==> config.mk <==
export PLATFORM = sky130hd
export DESIGN_NAME = ucsbece154b_mem_arbiter
export DESIGN_NICKNAME = d
export VERILOG_FILES = /design/src/rtl/ucsbece154b_mem_arbiter.sv
export SDC_FILE = /design/constraint.sdc
export NUM_CORES = 1
export LEC_CHECK = 0
export CAP_MARGIN = 20
export CORE_ASPECT_RATIO = 1.5
export CORE_UTILIZATION = 44
export CTS_CLUSTER_DIAMETER = 200
export DETAILED_ROUTE_END_ITERATION = 10
export GPL_ROUTABILITY_DRIVEN = 0
export PLACE_DENSITY = 0.81
export SKIP_CTS_REPAIR_TIMING = 1
export SLEW_MARGIN = 30
export SYNTH_ARGS = -nofsm -noshare
export SYNTH_HDL_FRONTEND = slang
export SYNTH_SLANG_ARGS = --single-unit
==> constraint.sdc <==
create_clock -name clk -period 4.6 [get_ports clk]
set_input_delay 0.46 -clock clk [delete_from_list [all_inputs] [get_ports clk]]
set_output_delay 0.46 -clock clk [all_outputs]
set_load 0.005 [all_outputs]
==> src/rtl/ucsbece154b_mem_arbiter.sv <==
// Arbitrates one single-ported memory between the fetch and data ports with a per-access timeout.
// Define MEM_ARB_RR_EN for round-robin on simultaneous requests; default is fixed data-over-fetch.
module ucsbece154b_mem_arbiter #(
  parameter int unsigned ADDR_W   = 32,
  parameter int unsigned DATA_W   = 32,
  parameter int unsigned WAIT_MAX = 15
) (
  input  logic              clk,
  input  logic              reset,
  input  logic              if_req_i,
  input  logic [ADDR_W-1:0] if_addr_i,
  output logic [DATA_W-1:0] if_rdata_o,
  output logic              if_ready_o,
  input  logic              d_req_i,
  input  logic              d_we_i,
  input  logic [ADDR_W-1:0] d_addr_i,
  input  logic [DATA_W-1:0] d_wdata_i,
  output logic [DATA_W-1:0] d_rdata_o,
  output logic              d_ready_o,
  output logic              mem_req_o,
  output logic              mem_we_o,
  output logic [ADDR_W-1:0] mem_addr_o,
  output logic [DATA_W-1:0] mem_wdata_o,
  input  logic              mem_ack_i,
  input  logic [DATA_W-1:0] mem_rdata_i,
  output logic              err_o
);

  typedef enum logic [1:0] {StIdle, StFetch, StData} stateT;

  stateT             state, stateNext;
  logic [7:0]        waitCnt, waitCntNext, waitInc;
  logic              grantData;
  logic              memReqNext, memWeNext, ifReadyNext, dReadyNext, errNext;
  logic [ADDR_W-1:0] memAddrNext;
  logic [DATA_W-1:0] memWdataNext, ifRdataNext, dRdataNext;
`ifdef MEM_ARB_RR_EN
  logic              lastGrantData, lastGrantDataNext;
`endif

  assign waitInc = waitCnt + 8'd1;

  always_comb begin
`ifdef MEM_ARB_RR_EN
    // On contention the port that was not granted last time wins.
    grantData = d_req_i && (!if_req_i || !lastGrantData);
`else
    grantData = d_req_i;
`endif
  end

  always_comb begin
    stateNext    = state;
    waitCntNext  = waitCnt;
    memReqNext   = mem_req_o;
    memWeNext    = mem_we_o;
    memAddrNext  = mem_addr_o;
    memWdataNext = mem_wdata_o;
    ifRdataNext  = if_rdata_o;
    dRdataNext   = d_rdata_o;
    ifReadyNext  = 1'b0;
    dReadyNext   = 1'b0;
    errNext      = 1'b0;
`ifdef MEM_ARB_RR_EN
    lastGrantDataNext = lastGrantData;
`endif
    case (state)
      StIdle: begin
        waitCntNext = '0;
        if (grantData) begin
          stateNext    = StData;
          memReqNext   = 1'b1;
          memWeNext    = d_we_i;
          memAddrNext  = d_addr_i;
          memWdataNext = d_wdata_i;
`ifdef MEM_ARB_RR_EN
          lastGrantDataNext = 1'b1;
`endif
        end else if (if_req_i) begin
          stateNext   = StFetch;
          memReqNext  = 1'b1;
          memWeNext   = 1'b0;
          memAddrNext = if_addr_i;
`ifdef MEM_ARB_RR_EN
          lastGrantDataNext = 1'b0;
`endif
        end
      end
      StFetch, StData: begin
        // An ack in the cycle the counter would hit the limit still completes normally.
        if (mem_ack_i || waitInc == 8'(WAIT_MAX)) begin
          stateNext   = StIdle;
          memReqNext  = 1'b0;
          memWeNext   = 1'b0;
          waitCntNext = '0;
          errNext     = !mem_ack_i;
          if (state == StFetch) begin
            ifReadyNext = 1'b1;
            ifRdataNext = mem_ack_i ? mem_rdata_i : '0;
          end else begin
            dReadyNext = 1'b1;
            if (!mem_ack_i) begin
              dRdataNext = '0;
            end else if (!mem_we_o) begin
              dRdataNext = mem_rdata_i;
            end
          end
        end else begin
          waitCntNext = waitInc;
        end
      end
      default: stateNext = StIdle;
    endcase
  end

  always_ff @(posedge clk or posedge reset) begin
    if (reset) begin
      state       <= StIdle;
      waitCnt     <= '0;
      mem_req_o   <= 1'b0;
      mem_we_o    <= 1'b0;
      mem_addr_o  <= '0;
      mem_wdata_o <= '0;
      if_rdata_o  <= '0;
      d_rdata_o   <= '0;
      if_ready_o  <= 1'b0;
      d_ready_o   <= 1'b0;
      err_o       <= 1'b0;
    end else begin
      state       <= stateNext;
      waitCnt     <= waitCntNext;
      mem_req_o   <= memReqNext;
      mem_we_o    <= memWeNext;
      mem_addr_o  <= memAddrNext;
      mem_wdata_o <= memWdataNext;
      if_rdata_o  <= ifRdataNext;
      d_rdata_o   <= dRdataNext;
      if_ready_o  <= ifReadyNext;
      d_ready_o   <= dReadyNext;
      err_o       <= errNext;
    end
  end

`ifdef MEM_ARB_RR_EN
  always_ff @(posedge clk or posedge reset) begin
    if (reset) begin
      lastGrantData <= 1'b0;
    end else begin
      lastGrantData <= lastGrantDataNext;
    end
  end
`endif

endmodule

==> key figures, run 1 <==
CTS
  – CTS Buf Count: 17
  – CTS tree: yes
  – Clock net sink count: 143
  – Maximum clock path buffer count: 2
  – Clock latency at the later pin of the worst-skew pair: 0.42 ns
  – H-Tree Depth: 4
  – Worst-path clk slew: 0.06 ns
  – Clk root buf: clkbuf_16

Placed design
  – PortBufs: 266
  – HPWL Detailed: 13600 um
  – Total placed cells including tap cells: 1063
  – Post-DP Area: 9470 um^2

Global routing
  – Initial antenna violation count: 0
  – First-pass GRT wire length: 30700 um
  – Global Route met1 Usage: 0.294
  – Largest net degree at the start of global routing: 92
  – Global route overflow: 0
  – Grt met3 use: 0.0706
  – Vias in the first global route: 5936
  – GRT Resource Usage Total: 0.256
  – Met2 Use GR: 0.439
  – GRT Max-Usage Layer: met2

Synthesis
  – Cells after Synth: 634
  – Post-synthesis cell type count: 49
  – Synth Net Count: 773
  – Yosys top cell area share: 0.539
  – Sequential share of the synthesized area: 0.539
  – Top cell types by occurrence after synthesis: 143 x dfrtp_1, 81 x o21ai_0, 68 x nand2_1
  – Synth Flop Type: dfrtp_1
  – Most common cell in the netlist: dfrtp_1
  – Synth async-reset ratio: 1.00
  – Cell Area, Synth: 6630 um^2
  – Top post-synthesis cells by area: dfrtp_1 54%, o21ai_0 6.1%, mux2_2 5.4%
  – Synth warn: 0
  – #FFs+latches synth: 143
  – Mapped Avg Cell Area: 10.5 um^2
  – Post-synth EDFFs: 0
  – Yosys top cell by area: dfrtp_1

Timing
  – Clock Skew: 0.00833 ns
  – Slew Limit Fails: 0
  – Hold Vio Cnt, Final: 0
  – Slew margin rel.: 0.446
  – Tmin final: 2.46 ns
  – Unrepaired setup endpoints after global routing: false
  – FMAX: 406 MHz
  – Worst Max-Slew Pin Slew: 0.831 ns
  – Endpoints failing setup: 0
  – Crit share post-route: 0.535
  – Min Hold Slack: 0.476 ns
  – Setup tns final: 0 ns

Route
  – Post-DR vias/cell: 5.32
  – Starting DRT DRC Count: 232
  – Routed len/inst: 17.3 um
  – Post-route DRC: 0
  – First-pass DRT Iterations: 5
  – Final ANT Viol Nets: 0
  – WL final: 18900 um
  – Via count: 5823

Finish
  – Share of cells above drive strength 1: 0.103
  – Antenna diodes: 0
  – Final Non-Filler Cells: 1095
  – Final Net Count: 1025
  – P&R area growth vs syn: 51.8%
  – Post-route cell area: 10100 um^2

Floorplanning
  – Die Ht: 152 um
  – Ports: 267
  – DIE AREA: 15600 um^2
  – Starting Density: 0.452
  – Core ar.: 14700 um^2
  – Width of the die: 102 um
  – Row Count: 54

Power and ir drop
  – Pwr dens: 652 nW/um^2
  – Leakage: 4.17 nW
  – Worst VDD drop: 0.321 mV

Worst setup path
  – CP Launch Type: flip-flop
  – Crit path max-delay family: simple AND/OR/NAND/NOR gates
  – Worst Path Class, Setup: flip-flop to flip-flop
  – Worst-path maximum fanout: 36
  – Crit end category: flip-flop
  – Crit-path cells: ha_1 > or2b_1 > a21oi_2 > o2111ai_4 > nor2_4 > o21ai_0
  – R2R depth: 6
  – Worst endpoint data arrival time: 2.70 ns
  – Critical path's slowest cell: nor2_4
  – Delay of the slowest critical-path stage: 0.65 ns
  – Critical Path RT: 4.84 ns
  – Crit path buffers/inverters: 0
  – CP Depth: 6

Hold path
  – Hold Path Class: flip-flop to flip-flop
  – Hold Path Stages: 2

Run
  – MaxCap Viol Count: 0

Run status
  – Status: complete, no violations
==> final timing paths <==
path                                startpoint        endpoint  slack (ns)
worst max-delay path                waitCnt[1]  if_rdata_o[15]        2.14
worst min-delay path            mem_addr_o[19]  mem_addr_o[19]        0.48
worst max register to register      waitCnt[1]  if_rdata_o[15]        2.14
worst min register to register  mem_addr_o[19]  mem_addr_o[19]        0.48
max in group asynchronous                reset      waitCnt[4]        3.09
min in group asynchronous                reset  mem_wdata_o[7]        0.60
==> layout by cell type, fill, tap and decap left out, types with 2 or more instances in the layout <==
master and instances:
a21oi_1 37, clkdlybuf4s50_1 265, buf_4 10, mux2_2 32, nor3_1 5, o21ai_0 81
inv_1 5, dfrtp_1 143, clkinv_4 3, and3_1 3, a22oi_1 33, nor2b_1 35
o21ai_1 21, nand2_1 68, nor2_1 9, mux2i_1 32, o211ai_1 3, inv_6 3
bufinv_16 3, nand3b_1 3, ha_1 5, clkinv_2 4, nand2b_1 38, clkbuf_16 17
nand3_1 6, a211oi_1 2
==> state kept, by name (all words and copies together) (netlist names) <==
name / flops
d_ready_o: 1
mem_addr_o: 32
err_o: 1
waitCnt: 8
state: 2
mem_wdata_o: 32
mem_req_o: 1
d_rdata_o: 32
if_ready_o: 1
if_rdata_o: 32
mem_we_o: 1
==> worst register-to-register path: stages, from the launching register on <==
cell       delay (ns)
dfrtp_1          0.45
ha_1             0.29
or2b_1           0.25
a21oi_2          0.17
o2111ai_4        0.23
nor2_4           0.65
o21ai_0          0.25
==> cell families (layout without fill, tap and decap cells) <==
logic type / after synthesis / in the layout / share of synthesized area
XOR/XNOR: 1 / 1 / 0.00132
buffers and inverters: 51 / 316 / 0.0313
adder cells (fa/ha/maj): 5 / 5 / 0.00943
AO/OA/AOI/OAI: 192 / 192 / 0.174
flip-flops: 143 / 143 / 0.539
multiplexers: 64 / 64 / 0.103
AND/OR/NAND/NOR: 178 / 178 / 0.142
==> layout make-up <==
type	count	area (um^2)
timing repair buffer	277	2750
inverter	7	31.3
sequential	143	3580
fill	1152	4590
clock inverter	13	161
multi-input combinational	440	2860
tap	196	245
clock buffer	19	443
==> stage by stage <==
step	setup slack, ns	utilization	power (mW)
after detailed placement	1.78	0.646	5.19
after floorplan	0.302	-	3.54
after global routing	1.88	0.687	7.03
after global placement	1.58	0.644	5.07
after CTS	2.13	0.687	6.63
final	2.14	0.687	6.57
==> routing by layer <==
metal	wire, um	vias up
li1	-	2725
met1	6850	2800
met2	10200	255
met3	1310	43
met4	571	0
met5	0	-
==> power breakdown <==
group | internal [mW] | switching, mW | total (mW)
Combinational | 1.71 | 1.20 | 2.91
Clock | 0.870 | 0.544 | 1.41
Sequential | 1.84 | 0.409 | 2.25
Total | 4.42 | 2.15 | 6.57
Note: power is estimated with default switching activity, not from simulation.
==> inputs of run 2 (changes only) <==
- CORE_UTILIZATION: 44 -> 39
- PLACE_DENSITY: 0.81 -> 0.76
- clock period: 4.6 -> 2.1 ns (I/O delays scaled with it)
==> key figures, run 2 (same netlist as run 1, synthesis figures left out) <==
Run status
  – Status: complete, no violations

Power and ir drop
  – Leakage: 4.23 nW
  – Clock Power Share: 0.201
  – Comb pwr share: 0.458
  – Psw: 4.70 mW
  – Flop pwr share: 0.341
  – Sw Share: 0.329
  – Internal power: 9.57 mW
  – Pwr dens: 1400 nW/um^2
  – Worst VDD drop: 0.673 mV

Global routing
  – Global route overflow: 0
  – First-pass GRT wire length: 29700 um
  – Initial antenna violation count: 1
  – GRT Resource Usage Total: 0.220
  – Largest net degree at the start of global routing: 95
  – Vias in the first global route: 5818

Timing
  – Slew margin rel.: 0.587
  – Worst Max-Slew Pin Slew: 0.619 ns
  – FMAX: 507 MHz
  – Hold Vio Cnt, Final: 0
  – Tmin final: 1.97 ns
  – Crit share post-route: 0.939
  – Slew Limit Fails: 0
  – Setup tns final: 0 ns
  – Clock Skew: 0.0110 ns
  – Final WS setup: 0.128 ns
  – Endpoints failing setup: 0

Floorplanning
  – Starting Density: 0.397
  – Ports: 267
  – Die Ht: 162 um
  – DIE AREA: 17500 um^2
  – Core ar.: 16700 um^2
  – Row Count: 58
  – Width of the die: 108 um

Worst setup path
  – CP Launch Type: flip-flop
  – Worst endpoint data arrival time: 2.25 ns
  – Critical Path RT: 2.38 ns
  – Worst Path Class, Setup: flip-flop to flip-flop
  – Worst-path maximum fanout: 21
  – Crit end category: flip-flop

Route
  – Post-route DRC: 0
  – WL final: 18500 um
  – Starting DRT DRC Count: 227
  – Routed len/inst: 16.4 um
  – First-pass DRT Iterations: 7
  – Via count: 5730
  – Post-DR vias/cell: 5.09
  – Final ANT Viol Nets: 0

CTS
  – Worst-path clk slew: 0.06 ns
  – Clk root buf: clkbuf_16
  – CTS tree: yes
  – Maximum clock path buffer count: 2
  – Clock latency at the later pin of the worst-skew pair: 0.42 ns
  – H-Tree Depth: 4
  – CTS Buf Count: 17
  – Clock net sink count: 143

Placed design
  – Post-Place Setup Slack: 0.0666 ns
  – PortBufs: 266
  – HPWL Detailed: 13400 um

Finish
  – Share of cells above drive strength 1: 0.117
  – Layout Utilization: 0.612
  – Final Net Count: 1041
  – Commonest non-fill, non-tap cell in the layout: clkdlybuf4s50_1
  – P&R area growth vs syn: 53.9%
  – Most frequent cells in the layout: 265 x clkdlybuf4s50_1, 143 x dfrtp_1, 81 x o21ai_0

Hold path
  – Hold Path Class: input pin to flip-flop

Run
  – MaxCap Viol Count: 0
==> run 2: cell types whose count changed in the layout (fill, tap and decap cells not counted), moves of 2 or more <==
cell,previous run,this run
buf_4,10,21
buf_12,0,4
clkinvlp_4,1,4
bufinv_16,3,1
==> run 2: final timing paths <==
check | start | to | slack, ns | cells after the start
max in group asynchronous | reset | waitCnt[6] | 1.29 | 3
worst max register to register | waitCnt[0] | d_rdata_o[19] | 0.13 | 7
worst min-delay path | d_req_i | mem_req_o | 0.27 | 3
worst min register to register | mem_addr_o[11] | mem_addr_o[11] | 0.48 | 2
min in group asynchronous | reset | mem_addr_o[25] | 0.31 | 3
worst max-delay path | waitCnt[0] | d_rdata_o[19] | 0.13 | 7
==> run 2: final cells by class <==
| class | count | area [um^2] |
|---|---|---|
| fillers | 1422 | 6480 |
| flip-flops and latches | 143 | 3580 |
| repair buffers | 293 | 2920 |
| multi-input cells | 440 | 2860 |
| clock buffers | 19 | 443 |
| well taps | 210 | 263 |
| clock inverters | 12 | 111 |
| inverters | 7 | 30.0 |
| diodes | 1 | 2.50 |
==> run 2: power by group through the flow <==
stage | Sequential, mW | Clock [mW] | Combinational [mW]
6_report | 4.87 | 2.87 | 6.54
5_1_grt | 5.04 | 3.04 | 7.25
3_5_place_dp | 4.89 | 0 | 6.60
2_1_floorplan | 4.88 | 0 | 2.87
3_3_place_gp | 4.85 | 0 | 6.46
4_1_cts | 4.87 | 2.92 | 6.62
==> run 2: stage by stage <==
step	hold slack, ns	instance area [um^2]	power [mW]	instances
finish	0.268	10200	14.3	1125
global route	0.349	10200	15.3	1125
CTS	0.254	10200	14.4	1122
detailed placement	0.469	9630	11.5	1091
global placement	0.459	9630	11.3	1091
floorplan	0.340	6640	7.76	634
==> run 2: worst max-delay path, stage by stage, from the launching register on <==
cell and delay (ns):
dfrtp_1 0.38, ha_1 0.27, or2b_1 0.25, a21oi_2 0.18, o2111ai_4 0.18, nor3_4 0.25, buf_8 0.20, o21ai_0 0.11
==> run 2: per-layer routing <==
metal  vias up  share of wire  routed length [um]  global-route usage
met3        37          0.071                1320              0.0526
met2       227           0.52                9640               0.380
met1      2697           0.38                6940               0.251
li1       2769              -                   -                   -
met5         -              0                   0                   0
met4         0          0.032                 596               0.106
==> inputs of run 3 (changes only) <==
- CTS_BUF_LIST: default -> sky130_fd_sc_hd__clkbuf_8 sky130_fd_sc_hd__clkbuf_16
- clock period: 2.1 -> 1.6 ns (I/O delays scaled with it)
==> key figures, run 3 (same netlist as run 1, synthesis figures left out) <==
Worst setup path
  – Worst r2r src: waitCnt[1]
  – Crit end category: flip-flop
  – R2R setup slack: -0.31 ns
  – R2R depth: 8
  – Worst-path maximum fanout: 11
  – CP Launch Type: flip-flop
  – Critical Path RT: 1.88 ns
  – Worst Path Class, Setup: flip-flop to flip-flop
  – CP Launch Point: waitCnt[1]
  – Worst endpoint data arrival time: 2.19 ns
  – Worst Setup EP: d_rdata_o[12]
  – Reg-to-reg critical path endpoint: d_rdata_o[12]

Timing
  – Slew Limit Fails: 0
  – Unrepaired setup endpoints after global routing: true
  – Worst Max-Slew Pin Slew: 0.369 ns
  – Setup tns final: -17.19 ns
  – Hold Vio Cnt, Final: 0
  – Crit share post-route: 1.19
  – Endpoints failing setup: 75
  – Slew margin rel.: 0.751
  – Final WS setup: -0.308 ns
  – Tmin final: 1.91 ns
  – Clock Skew: 0.0176 ns
  – FMAX: 524 MHz

Global routing
  – Largest net degree at the start of global routing: 60
  – GRT Resource Usage Total: 0.217
  – Global route overflow: 0
  – Initial antenna violation count: 0
  – Vias in the first global route: 5945
  – First-pass GRT wire length: 29600 um

CTS
  – Clock net sink count: 143
  – H-Tree Depth: 4
  – CTS Buf Count: 17
  – Worst-path clk slew: 0.06 ns
  – Maximum clock path buffer count: 2
  – CTS tree: yes
  – Clock latency at the later pin of the worst-skew pair: 0.42 ns
  – Clk root buf: clkbuf_16

Route
  – Starting DRT DRC Count: 236
  – Post-route DRC: 0
  – Final ANT Viol Nets: 0
  – Post-DR vias/cell: 5.03
  – Via count: 5833
  – WL final: 18700 um
  – Routed len/inst: 16.2 um
  – First-pass DRT Iterations: 4

Floorplanning
  – DIE AREA: 17500 um^2
  – Starting Density: 0.397
  – Row Count: 58
  – Width of the die: 108 um
  – Core ar.: 16700 um^2
  – Die Ht: 162 um
  – Ports: 267

Finish
  – Multi-input gate area: 3040 um^2
  – Commonest non-fill, non-tap cell in the layout: clkdlybuf4s50_1
  – Final Non-Filler Cells: 1160
  – Share of cells above drive strength 1: 0.184
  – Fillers: 1362
  – P&R area growth vs syn: 62.3%
  – Antenna diodes: 0
  – Most frequent cells in the layout: 264 x clkdlybuf4s50_1, 137 x dfrtp_1, 67 x nand2_1
  – Reg area: 3590 um^2
  – Final Net Count: 1076

Run status
  – Violated checks: setup timing
  – Status: finished, violations left

Placed design
  – Total placed cells including tap cells: 1118
  – HPWL Detailed: 13600 um
  – PortBufs: 266

Power and ir drop
  – Pwr dens: 1790 nW/um^2
  – Worst VDD drop: 0.969 mV
  – Leakage: 4.45 nW

Run
  – MaxCap Viol Count: 0

Hold path
  – Hold Path Class: input pin to async pin
[run 3: worst min path at each step]
stage	startpoint	to	slack [ns]	cells past startpoint
2_1_floorplan	mem_rdata_i[0]	if_rdata_o[0]	0.29	2
3_3_place_gp	reset	mem_wdata_o[25]	0.46	2
3_5_place_dp	reset	mem_wdata_o[27]	0.46	2
4_1_cts	reset	mem_wdata_o[27]	0.003	2
5_1_grt	reset	mem_wdata_o[22]	0.01	2
6_report	reset	mem_wdata_o[22]	0.02	2
[run 3: cell type report]
cell class              count  share of cell area
flip-flops and latches    143               0.333
repair buffers            328               0.305
multi-input cells         440               0.282
clock buffers              18              0.0408
well taps                 210              0.0244
clock inverters            14              0.0114
inverters                   7             0.00279
[run 3: through the flow]
step | worst slack [ns] | hold slack [ns] | power (mW) | util | cell area, um^2
floorplan | -0.351 | 0.290 | 10.2 | - | 6700
global placement | -0.264 | 0.456 | 15.1 | 0.595 | 9940
detailed placement | -0.314 | 0.457 | 15.4 | 0.595 | 9940
CTS | -0.322 | 0.00315 | 19.2 | 0.629 | 10500
global route | -0.407 | 0.0129 | 20.7 | 0.645 | 10800
finish | -0.308 | 0.0191 | 19.3 | 0.645 | 10800
[run 3: worst max-delay path, cell delays in order (launching register included)]
cell and delay [ns]:
dfrtp_2 0.44, ha_4 0.17, or2b_1 0.24, a21oi_2 0.19
o2111ai_4 0.18, nor3_4 0.18, buf_6 0.15, buf_12 0.13
o21ai_0 0.10
[run 3: power breakdown]
| group | total [mW] | switching (mW) | internal (mW) |
|---|---|---|---|
| sequential | 6.37 | 1.09 | 5.29 |
| combinational | 9.18 | 3.68 | 5.50 |
| clock | 3.74 | 1.66 | 2.08 |
| total | 19.3 | 6.43 | 12.9 |
[run 3: per-layer routing]
metal  wire [um]  global-route usage  up-vias  part of all wire
li1            -                   -     2840                 -
met1        6880               0.233     2778              0.37
met2       10400               0.395      192              0.55
met3        1060              0.0594       23             0.056
met4         404              0.0842        0             0.022
met5           0                   0        -                 0
